[src/rtl/jogador_automatico_if.sv]
// Signal bundle between the game and the automatic player.
// Handshake: there is no valid/ready pair. Every input is a level sampled on
// the rising clock edge, and every output is a level that holds until the
// player changes it; fim is the only pulse and lasts exactly one cycle.
interface jogador_automatico_if;
  logic       iniciar;
  logic [3:0] leds;
  logic       ganhou;
  logic       perdeu;
  logic       erro_en;
  logic [3:0] erro_idx;
  logic [3:0] botoes;
  logic       ocupado;
  logic       fim;
  logic [4:0] capturados;
  logic       overflow;
  logic [3:0] db_estado;

  // Game / stimulus side
  modport master (
    output iniciar, leds, ganhou, perdeu, erro_en, erro_idx,
    input  botoes, ocupado, fim, capturados, overflow, db_estado
  );

  // Player side
  modport slave (
    input  iniciar, leds, ganhou, perdeu, erro_en, erro_idx,
    output botoes, ocupado, fim, capturados, overflow, db_estado
  );
endinterface

[src/rtl/jogador_automatico.sv]
// Automatic player: records the LED sequence the game shows, then replays it
// on the buttons with fixed press/release timing. An optional fault injects
// one wrong press at a chosen buffer position.
module jogador_automatico #(
  parameter int T_PRESS = 100,
  parameter int T_SOLTA = 100,
  parameter int T_GAP   = 50
) (
  input logic                   clock,
  input logic                   reset,
  jogador_automatico_if.slave   jif
);

  typedef enum logic [3:0] {
    OCIOSO     = 4'd0,
    ESPERA_LED = 4'd1,
    CAPTURA    = 4'd2,
    ENTRE      = 4'd3,
    PRESS      = 4'd4,
    SOLTA      = 4'd5,
    PARADO     = 4'd6
  } estado_t;

  // Phase counters hold 0..T-1, so 16 bits cover parameters up to 65535.
  localparam logic [15:0] PRESS_LAST = 16'(T_PRESS - 1);
  localparam logic [15:0] SOLTA_LAST = 16'(T_SOLTA - 1);
  localparam logic [15:0] GAP_LAST   = 16'(T_GAP - 1);

  estado_t     estado, estado_d;
  logic [3:0]  botoes_q, botoes_d;
  logic        fim_q, fim_d;
  logic [4:0]  capt_q, capt_d;
  logic        ovf_q, ovf_d;
  logic [15:0] gap_q, gap_d;
  logic [15:0] fase_q, fase_d;
  logic [3:0]  idx_q, idx_d;
  logic [3:0]  leds_prev;
  logic [3:0]  mem [16];

  logic        wr_en;
  logic [3:0]  wr_addr;
  logic        store;
  logic [3:0]  rep_idx;
  logic [3:0]  rep_raw;
  logic [3:0]  rep_val;

  // Value of the next press: first item when leaving ENTRE, next item when
  // leaving SOLTA; the chosen error position is rotated left by one.
  always_comb begin
    rep_idx = (estado == SOLTA) ? idx_q + 4'd1 : 4'd0;
    rep_raw = mem[rep_idx];
    rep_val = rep_raw;
    if (jif.erro_en && (jif.erro_idx == rep_idx))
      rep_val = {rep_raw[2:0], rep_raw[3]};
  end

  // Next-state, next-output and capture control.
  always_comb begin
    estado_d = estado;
    botoes_d = 4'd0;
    fim_d    = 1'b0;
    capt_d   = capt_q;
    ovf_d    = ovf_q;
    gap_d    = gap_q;
    fase_d   = fase_q;
    idx_d    = idx_q;
    wr_en    = 1'b0;
    wr_addr  = capt_q[3:0];
    store    = 1'b0;

    if ((jif.ganhou || jif.perdeu) && (estado != OCIOSO)) begin
      // Game end overrides everything and silences the buttons.
      estado_d = PARADO;
      gap_d    = 16'd0;
      fase_d   = 16'd0;
    end else begin
      case (estado)
        OCIOSO, PARADO: begin
          if (jif.iniciar) estado_d = ESPERA_LED;
        end
        ESPERA_LED: begin
          if (jif.leds != 4'd0) begin
            // A new burst restarts the buffer at address 0.
            estado_d = CAPTURA;
            wr_en    = 1'b1;
            wr_addr  = 4'd0;
            capt_d   = 5'd1;
          end
        end
        CAPTURA: begin
          if (jif.leds == 4'd0) begin
            estado_d = ENTRE;
            gap_d    = 16'd1;
          end else if (jif.leds != leds_prev) begin
            store = 1'b1;
          end
        end
        ENTRE: begin
          if (jif.leds != 4'd0) begin
            store    = 1'b1;
            estado_d = CAPTURA;
            gap_d    = 16'd0;
          end else if (gap_q >= GAP_LAST) begin
            estado_d = PRESS;
            idx_d    = 4'd0;
            fase_d   = 16'd0;
            botoes_d = rep_val;
          end else begin
            gap_d = gap_q + 16'd1;
          end
        end
        PRESS: begin
          if (fase_q == PRESS_LAST) begin
            estado_d = SOLTA;
            fase_d   = 16'd0;
          end else begin
            fase_d   = fase_q + 16'd1;
            botoes_d = botoes_q;
          end
        end
        SOLTA: begin
          if (fase_q == SOLTA_LAST) begin
            fase_d = 16'd0;
            if ({1'b0, idx_q} < (capt_q - 5'd1)) begin
              estado_d = PRESS;
              idx_d    = idx_q + 4'd1;
              botoes_d = rep_val;
            end else begin
              estado_d = ESPERA_LED;
              fim_d    = 1'b1;
            end
          end else begin
            fase_d = fase_q + 16'd1;
          end
        end
        default: estado_d = OCIOSO;
      endcase
    end

    // A full buffer drops further items and flags the loss.
    if (store) begin
      if (capt_q == 5'd16) begin
        ovf_d = 1'b1;
      end else begin
        wr_en  = 1'b1;
        capt_d = capt_q + 5'd1;
      end
    end
  end

  // State and datapath registers, cleared asynchronously.
  always_ff @(posedge clock or posedge reset) begin
    if (reset) begin
      estado    <= OCIOSO;
      botoes_q  <= 4'd0;
      fim_q     <= 1'b0;
      capt_q    <= 5'd0;
      ovf_q     <= 1'b0;
      gap_q     <= 16'd0;
      fase_q    <= 16'd0;
      idx_q     <= 4'd0;
      leds_prev <= 4'd0;
    end else begin
      estado    <= estado_d;
      botoes_q  <= botoes_d;
      fim_q     <= fim_d;
      capt_q    <= capt_d;
      ovf_q     <= ovf_d;
      gap_q     <= gap_d;
      fase_q    <= fase_d;
      idx_q     <= idx_d;
      leds_prev <= jif.leds;
    end
  end

  // Capture buffer; contents only matter once capturados says they are valid.
  always_ff @(posedge clock) begin
    if (wr_en) mem[wr_addr] <= jif.leds;
  end

  assign jif.botoes     = botoes_q;
  assign jif.fim        = fim_q;
  assign jif.capturados = capt_q;
  assign jif.overflow   = ovf_q;
  assign jif.db_estado  = estado;
  assign jif.ocupado    = (estado != OCIOSO) && (estado != PARADO);

endmodule

[src/flat_wrapper.sv]
// flat-port wrapper written by rule: the top's interface ports become plain ports
module jogador_automatico_flat 
#(
  parameter int T_PRESS = 100,
  parameter int T_SOLTA = 100,
  parameter int T_GAP   = 50
)
  (clock, reset, jif_iniciar, jif_leds, jif_ganhou, jif_perdeu, jif_erro_en, jif_erro_idx, jif_botoes, jif_ocupado, jif_fim, jif_capturados, jif_overflow, jif_db_estado);
  jogador_automatico_if jif_i ();
  input logic clock;
  input logic reset;
  input wire logic [$bits(jif_i.iniciar)-1:0] jif_iniciar;
  input wire logic [$bits(jif_i.leds)-1:0] jif_leds;
  input wire logic [$bits(jif_i.ganhou)-1:0] jif_ganhou;
  input wire logic [$bits(jif_i.perdeu)-1:0] jif_perdeu;
  input wire logic [$bits(jif_i.erro_en)-1:0] jif_erro_en;
  input wire logic [$bits(jif_i.erro_idx)-1:0] jif_erro_idx;
  output wire logic [$bits(jif_i.botoes)-1:0] jif_botoes;
  output wire logic [$bits(jif_i.ocupado)-1:0] jif_ocupado;
  output wire logic [$bits(jif_i.fim)-1:0] jif_fim;
  output wire logic [$bits(jif_i.capturados)-1:0] jif_capturados;
  output wire logic [$bits(jif_i.overflow)-1:0] jif_overflow;
  output wire logic [$bits(jif_i.db_estado)-1:0] jif_db_estado;
  assign jif_i.iniciar = jif_iniciar;
  assign jif_i.leds = jif_leds;
  assign jif_i.ganhou = jif_ganhou;
  assign jif_i.perdeu = jif_perdeu;
  assign jif_i.erro_en = jif_erro_en;
  assign jif_i.erro_idx = jif_erro_idx;
  assign jif_botoes = jif_i.botoes;
  assign jif_ocupado = jif_i.ocupado;
  assign jif_fim = jif_i.fim;
  assign jif_capturados = jif_i.capturados;
  assign jif_overflow = jif_i.overflow;
  assign jif_db_estado = jif_i.db_estado;
  jogador_automatico #(.T_PRESS(T_PRESS), .T_SOLTA(T_SOLTA), .T_GAP(T_GAP)) u_core (.clock(clock), .reset(reset), .jif(jif_i));
endmodule
[config.mk]
export PLATFORM = sky130hd
export DESIGN_NAME = jogador_automatico_flat
export DESIGN_NICKNAME = d
export VERILOG_FILES = /design/src/rtl/jogador_automatico_if.sv /design/src/rtl/jogador_automatico.sv /design/src/flat_wrapper.sv
export SDC_FILE = /design/constraint.sdc
export NUM_CORES = 1
export LEC_CHECK = 0
export CAP_MARGIN = 20
export CORE_MARGIN = 2
export CORE_UTILIZATION = 50
export DETAILED_ROUTE_END_ITERATION = 10
export DONT_BUFFER_PORTS = 1
export GPL_TIMING_DRIVEN = 0
export PLACE_DENSITY_LB_ADDON = 0.25
export SLEW_MARGIN = 20
export SYNTH_ARGS = -nofsm -noshare
export SYNTH_HDL_FRONTEND = slang
export SYNTH_SLANG_ARGS = --single-unit
[constraint.sdc]
create_clock -name clock -period 3.25 [get_ports clock]
set_input_delay 0.4875 -clock clock [delete_from_list [all_inputs] [get_ports clock]]
set_output_delay 0.4875 -clock clock [all_outputs]
set_load 0.05 [all_outputs]
After elaboration in Yosys (flattened, before gate mapping)
Memory sizes are Yosys's and may differ from the RTL's.
Cells that the tools add are included.
{ "classes": {"n_addsub": 5, "multipliers": 0, "div": 0, "n_lt_le_gt_ge": 2, "n_eq_ne": 24, "shifts": 0, "mux": 57, "bitwise": 1, "n_reduce_logical": 18} }
{ "ops": {"columns": ["operator", "count"], "rows": [
  ["$mux 16", 8],
  ["$mux 4", 23],
  ["$pmux 16 s2", 2],
  ["$add 16x1->16 const B", 2],
  ["$mux 5", 5],
  ["$pmux 4 s6", 1],
  ["$eq 16x7->1 const B", 1],
  ["$ge 16x6->1 const B", 1],
  ["$mux 1", 14],
  ["$eq 4x3->1 const B", 3],
  ["$ne 3x1->1 const B", 4],
  ["$pmux 4 s3", 1],
  ["$reduce_and 6->1", 2],
  ["$eq 4x2->1 const B", 2],
  ["$logic_not 4->1", 2],
  ["$pmux 4 s2", 1],
  ["$reduce_bool 4->1", 2],
  ["$ne 2x2->1 const B", 3],
  ["$ne 3x2->1 const B", 2],
  ["$reduce_and 3->1", 2],
  ["$reduce_bool 3->1", 2],
  ["$add 5x1->5 const B", 1],
  ["$eq 5x5->1 const B", 1],
  ["$lt 4x5->1", 1],
  ["18 further kinds", 21]
]} }
{ "totals": {"reg_bits": 55, "latch_bits": 0, "ramBits": 64, "romBits": 0, "word_cells": 117, "n_memories": 1} }
{ "mem_list": {"columns": ["memory", "words", "width", "rd", "rd_clocked_by_memory_dff", "wr", "line_no", "text"], "rows": [
  ["u_core.mem", 16, 4, 1, 0, 1, "jogador_automatico.sv:38", "logic [3:0] mem [16];"]
]} }

Logic depth before layout (Yosys ltp)
Gate-level depths: netlist (run 1).
{ "logic_depth": {"word_depth": 9, "ltp_mapped": 11} }

Worst setup path after synthesis (run 1)
OpenSTA, ideal clock, no wires.
{ "synth_timing": {"kind": "register -> register", "startpoint": "register u_core.capt_q[1] (netlist: u_core.jif.capturados[1])", "endpoint": "register u_core.idx_q[0]", "arrival_time_ns": 2.846, "t_required_ns": 3.125, "slack_ns": 0.279, "path_stages_with_launch": 12, "period_less_slack_ns": 2.971, "cell_sequence": "dfrtp_1 -> clkbuf_1 -> inv_1 -> ha_1 -> xnor2_1 -> ha_1 -> o21ai_0 -> a21oi_1 -> o21ai_1 -> nand2b_1 -> a211oi_2 -> mux2_2"} }
{ "synth_via": {"elab_chain_len": 4} }
{ "synth_rtl": {"columns": ["item", "line_no", "text"], "rows": [
  ["start: declaration", "jogador_automatico.sv:32", "logic [4:0] capt_q, capt_d;"],
  ["start signal: assignment", "jogador_automatico.sv:167", "capt_q <= capt_d;"],
  ["$sub 5x1->5", "jogador_automatico.sv:124", "if ({1'b0, idx_q} < (capt_q - 5'd1)) begin"],
  ["$lt 4x5->1", "jogador_automatico.sv:124", null],
  ["$ne 2x2->1 (no source line)", null, null],
  ["$reduce_and 6->1 (no source line)", null, null],
  ["end signal: assignment", "jogador_automatico.sv:171", "idx_q <= idx_d;"],
  ["end: declaration", "jogador_automatico.sv:36", "logic [3:0] idx_q, idx_d;"]
]} }
No other way between the ends.
A chain may end at the register's enable or synchronous reset.

Worst setup path in the final report (run 1)
{ "layout_timing": {"startpoint": "register u_core.capt_q[0] (netlist: u_core.jif.capturados[0])", "endpoint": "register u_core.idx_q[2]"} }
The elaborated chain is that of the path after synthesis.

==> flow_summary.json, run 1 <==
{
  "grt_max_degree": 55,
  "report.final.setup_viol": 0,
  "yosys_warnings": 0,
  "start_util": 0.511,
  "fillCellCount": 959,
  "io_pins": 30,
  "synth_seq_cells": 118,
  "async_flop_share": 0.458,
  "hold_buffers": 0,
  "nets": 544,
  "placedCellCount": 644,
  "tightest_slew_ns": 0.866,
  "die_h_um": 112,
  "rows": 39,
  "synth_cells": 501,
  "clockRootBuffer": "clkbuf_16",
  "grt_pass1_wl_um": 21100,
  "instances_no_fill": 676,
  "maxCapViolCount": 0,
  "io_buffers": 0,
  "clk_latency_ns": 0.42,
  "synth_area_leaders": "edfxtp_1 33%, dfrtp_1 23%, mux2i_1 3.3%",
  "drtAntennaViolNets": 0,
  "yosysTopAreaCell": "edfxtp_1",
  "cts_max_path_buffers": 2,
  "final_cell_mix": "64 x edfxtp_1, 53 x dfrtp_1, 41 x nor2_1",
  "hpwl_um": 8970,
  "drt_wl_total_um": 13000,
  "synth-main-ff-cell": "edfxtp_1",
  "postLayoutSetupSlackWorst_ns": 0.168,
  "first_global_vias": 4021,
  "synth_top_area_share": 0.330,
  "clk_pin_slew_ns": 0.05,
  "slew_headroom": 0.418,
  "flow.area_growth_from_synthesis_pct": 13.6,
  "drc": 0,
  "grt_overflow_total": 0,
  "tns_ns": 0,
  "dieArea_um2": 12500,
  "regArea_um2": 3270,
  "rsz0062_at_grt": "no",
  "ys_seq_area_frac": 0.561,
  "place_ws_ns": -0.163,
  "crit_fanout": 10,
  "crit_path_end_kind": "flip-flop",
  "num_antenna_cells": 0,
  "cts_buffers": 17,
  "synth.distinct_cells": 74,
  "ir_worst_vdd_mv": 0.486,
  "required_ns": 3.55,
  "arrival_ns": 3.38,
  "synth_nets": 525,
  "slew_viol_final": 0,
  "antenna_found_initial": 0,
  "synth_edf_count": 64,
  "firstDrtPassIters": 5,
  "p_leak_nw": 2.41,
  "die_x_um": 112,
  "cts_resized": 2,
  "finalCritPeriodShare": 0.948,
  "placeableCoreArea_um2": 11400,
  "multi_input_area_um2": 2440,
  "r2r_setup_slack_ns": 0.17,
  "fin_crit_ns": 3.08,
  "hold_violations": 0,
  "post-route-util": 0.580,
  "cts.sink_count": 118,
  "via_count": 4123,
  "crit_type": "flip-flop to flip-flop",
  "critPathLaunchType": "flip-flop",
  "status": "finished, final reports clean",
  "finClkSkew_ns": 0.00989,
  "layout_commonest_cell": "edfxtp_1",
  "viasPerCell": 6.10,
  "dr.first_iter.drc_count": 316,
  "drive_above_1_share": 0.126,
  "grt.total_usage": 0.218,
  "synth.avg_cell_area_um2": 11.6,
  "timing.fmax_mhz": 324,
  "netlist_area_um2": 5830,
  "post-cts-setup-buffers": 0,
  "cts_tree": "done",
  "wl_per_cell_um": 19.3,
  "p_per_area_nw_per_um2": 633,
  "htreeDepth": 4,
  "place_congestion": 0.835,
  "hold_class": "primary input to async pin"
}
[routing by layer]
metal | routed length [um] | track usage | up-vias | part of all wire
met5 | 0 | 0 | - | 0
met1 | 5930 | 0.301 | 2045 | 0.45
li1 | - | - | 1928 | -
met2 | 6000 | 0.327 | 125 | 0.46
met4 | 258 | 0.0846 | 0 | 0.020
met3 | 846 | 0.0680 | 25 | 0.065
[registers in the layout (all words and copies together), names as in the netlist]
register	cells
u_core.mem	64
u_core.fase_q	16
u_core.gap_q	16
u_core.jif.capturados	5
u_core.idx_q	4
u_core.jif.botoes	4
u_core.leds_prev	4
u_core.jif.db_estado	3
u_core.jif.fim	1
u_core.jif.overflow	1
[cell families after synthesis]
group | count (synthesis) | synth area share
fa+ha+maj | 10 | 0.0215
other cells | 1 | 0.000643
mux | 27 | 0.0577
compound gates | 94 | 0.114
buf+inv | 33 | 0.0242
flops | 118 | 0.561
simple gates | 193 | 0.184
xor+xnor | 25 | 0.0375
[cell usage after synthesis, types with 3 or more instances]
library cell,n
edfxtp_1,64
dfrtp_1,54
nor2_1,41
nand2_1,39
mux2i_1,19
a21oi_1,18
nand3_1,18
nor3_1,18
xnor2_1,16
and3_1,15
o21ai_0,14
inv_1,11
clkbuf_1,10
ha_1,10
nor2b_1,10
o31ai_1,9
xor2_1,9
buf_2,8
nor4_1,8
a211oi_1,7
a31oi_1,6
o21ai_1,6
nor3b_1,5
mux4_2,4
nand3b_1,4
nand4_1,4
o211ai_1,4
a22oi_1,3
mux2_2,3
nand4b_1,3
o22ai_1,3
or3_1,3
[worst max-delay path, stage by stage, from the launching register on]
cell and delay, ns:
dfrtp_1 0.71, clkbuf_1 0.44, nor3_1 0.11, xnor2_1 0.15, ha_1 0.29, o21ai_0 0.07
a21oi_1 0.07, o21ai_2 0.21, nand2b_1 0.17, a211oi_4 0.37, mux2_2 0.37
[power by group]
group / internal, mW / switching, mW / total [mW]
combinational: 0.191 / 0.390 / 0.581
clock: 1.23 / 0.608 / 1.84
sequential: 1.62 / 0.149 / 1.77
[final cells by class]
class	instances	share of cell area
well taps	143	0.0270
clock inverters	3	0.00982
multi-input cells	350	0.368
flip-flops and latches	118	0.494
plain buffers	21	0.0149
clock buffers	29	0.0786
inverters	12	0.00718
[final timing paths]
path | startpoint | depth (start not counted) | to
worst max-delay path | u_core.jif.capturados[0] | 10 | u_core.idx_q[2]
worst min-delay path | reset | 1 | u_core.fase_q[6]
worst max register to register | u_core.jif.capturados[0] | 10 | u_core.idx_q[2]
worst min register to register | u_core.fase_q[15] | 1 | u_core.fase_q[15]
max in group asynchronous | reset | 1 | u_core.jif.capturados[1]
min in group clock | jif_leds[2] | 0 | u_core.leds_prev[2]
[through the flow]
stage / power, mW / instance area, um2 / hold WS (ns)
6_report: 4.19 / 6630 / 0.0597
4_1_cts: 4.19 / 6600 / 0.0697
2_1_floorplan: 2.21 / 5830 / 0.448
3_5_place_dp: 2.35 / 6010 / 0.478
3_3_place_gp: 2.34 / 6010 / 0.478
5_1_grt: 4.34 / 6630 / 0.0893
No activity file was read; power rests on OpenSTA's default activity.
==> inputs of run 2 (changes only) <==
==> constraint.sdc (replaced) <==
create_clock -name clock -period 3.2 [get_ports clock]
set_input_delay 0.48 -clock clock [delete_from_list [all_inputs] [get_ports clock]]
set_output_delay 0.48 -clock clock [all_outputs]
set_load 0.05 [all_outputs]
==> run 2 against run 1 <==
Cell area grew 0.21%. Clock-buffer cell count is the same. Die area is the same. Clock skew shrank 0.00094 ns. First-iteration DRC count grew 18%. Global-route usage is essentially flat. Highest routed layer unchanged.
==> flow_summary.json, run 2 (synthesized netlist as in run 1, its figures left out) <==
{
  "required_ns": 3.24,
  "io_pins": 30,
  "crit_type": "flip-flop to flip-flop",
  "die_h_um": 112,
  "crit_fanout": 10,
  "status": "finished, final reports clean",
  "finalCritPeriodShare": 0.962,
  "final_cell_mix": "64 x edfxtp_1, 51 x dfrtp_1, 41 x nor2_1",
  "first_global_vias": 4021,
  "grt_overflow_total": 0,
  "wl_per_cell_um": 19.2,
  "drive_above_1_share": 0.131,
  "arrival_ns": 3.12,
  "drc": 0,
  "p_total_mw": 4.26,
  "top_regs": "u_core.mem: 64 flops, u_core.fase_q: 16 flops, u_core.gap_q: 16 flops",
  "start_util": 0.511,
  "largest_register_ff_count": 64,
  "postLayoutSetupSlackWorst_ns": 0.121,
  "grt_max_degree": 55,
  "timing.fmax_mhz": 325,
  "tightest_slew_ns": 0.866,
  "hold_buffers": 0,
  "flow.area_growth_from_synthesis_pct": 13.8,
  "tns_ns": 0,
  "slew_viol_final": 0,
  "place_ws_ns": -0.213,
  "critPathLaunchType": "flip-flop",
  "p_leak_nw": 2.40,
  "die_x_um": 112,
  "hold_violations": 0,
  "drtAntennaViolNets": 0,
  "via_count": 4109,
  "post-cts-setup-buffers": 0,
  "clockRootBuffer": "clkbuf_16",
  "placeableCoreArea_um2": 11400,
  "cts_max_path_buffers": 2,
  "rsz0062_at_grt": "no",
  "clk_latency_ns": 0.41,
  "io_buffers": 0,
  "cts.sink_count": 118,
  "placedCellCount": 644,
  "grt.total_usage": 0.218,
  "placed_area_um2": 6010,
  "dr.first_iter.drc_count": 372,
  "cts_tree": "done",
  "viasPerCell": 6.08,
  "rows": 39,
  "dieArea_um2": 12500,
  "antenna_found_initial": 0,
  "report.final.setup_viol": 0,
  "fin_crit_ns": 3.08,
  "multi_input_area_um2": 2450,
  "fin_area_um2": 6640,
  "num_antenna_cells": 0,
  "clk_pin_slew_ns": 0.05,
  "hpwl_um": 8970,
  "finalHoldWorstSlack_ns": 0.0544,
  "fillCellCount": 959,
  "layout_commonest_cell": "edfxtp_1",
  "post-route-util": 0.581,
  "ir_worst_vdd_mv": 0.509,
  "slew_headroom": 0.418,
  "drt_wl_total_um": 13000,
  "top_register": "u_core.mem",
  "cts_buffers": 17,
  "htreeDepth": 4,
  "regArea_um2": 3280,
  "nets": 544,
  "place_congestion": 0.835,
  "maxCapViolCount": 0,
  "instances_no_fill": 676,
  "grt_pass1_wl_um": 21200,
  "crit_path_end_kind": "flip-flop",
  "hold_class": "primary input to async pin",
  "p_per_area_nw_per_um2": 642,
  "finClkSkew_ns": 0.00894,
  "firstDrtPassIters": 5
}
[run 2: changes by cell type in the layout (fill, tap and decap cells not counted)]
cell,previous run,this run
dfrtp_2,1,3
clkbuf_4,0,1
nor3_2,0,2
clkbuf_2,2,0
nor3_1,18,16
dfrtp_1,53,51
buf_1,0,1
[run 2: power breakdown]
group          total [mW]  switching (mW)  leakage (nW)  internal [mW]
clock                1.86           0.617         0.286           1.25
combinational       0.593           0.398         0.818          0.196
sequential           1.80           0.151          1.30           1.65
[run 2: metal layers]
layer | wire, um | up-vias | global-route usage
li1 | - | 1924 | -
met1 | 5860 | 2033 | 0.301
met2 | 5960 | 131 | 0.327
met4 | 234 | 0 | 0.0846
met5 | 0 | - | 0
met3 | 919 | 21 | 0.0680
[run 2: timing repair]
| item | in CTS | in global routing |
|---|---|---|
| pin swaps | 0 | 0 |
| endpoints found under the setup margin | 8 | 23 |
| resized for setup | 3 | 9 |
[run 2: critical path, stage by stage (launching register included)]
cell and delay (ns):
dfrtp_1 0.64, buf_2 0.31, and2b_1 0.33, nand3_1 0.15, a31oi_2 0.40, nand2_1 0.27, nor3_1 0.61
[run 2: area by class of cell]
| class | count | area share |
|---|---|---|
| clock buffer | 29 | 0.0784 |
| clock inverter | 3 | 0.00980 |
| multi-input combinational | 350 | 0.369 |
| tap | 143 | 0.0270 |
| inverter | 12 | 0.00716 |
| sequential | 118 | 0.494 |
| buffer | 21 | 0.0151 |
[run 2: path summary, 6_finish.rpt]
path / start / cells after the start / slack (ns) / endpoint
worst max-delay path: u_core.jif.db_estado[2] / 6 / 0.12 / u_core.mem[9][2]
worst max register to register: u_core.jif.db_estado[2] / 6 / 0.12 / u_core.mem[9][2]
worst min-delay path: reset / 1 / 0.05 / u_core.fase_q[6]
worst min register to register: u_core.fase_q[15] / 1 / 0.48 / u_core.fase_q[15]
min in group clock: jif_leds[3] / 0 / 0.10 / u_core.leds_prev[3]
max in group asynchronous: reset / 1 / 2.66 / u_core.jif.capturados[2]
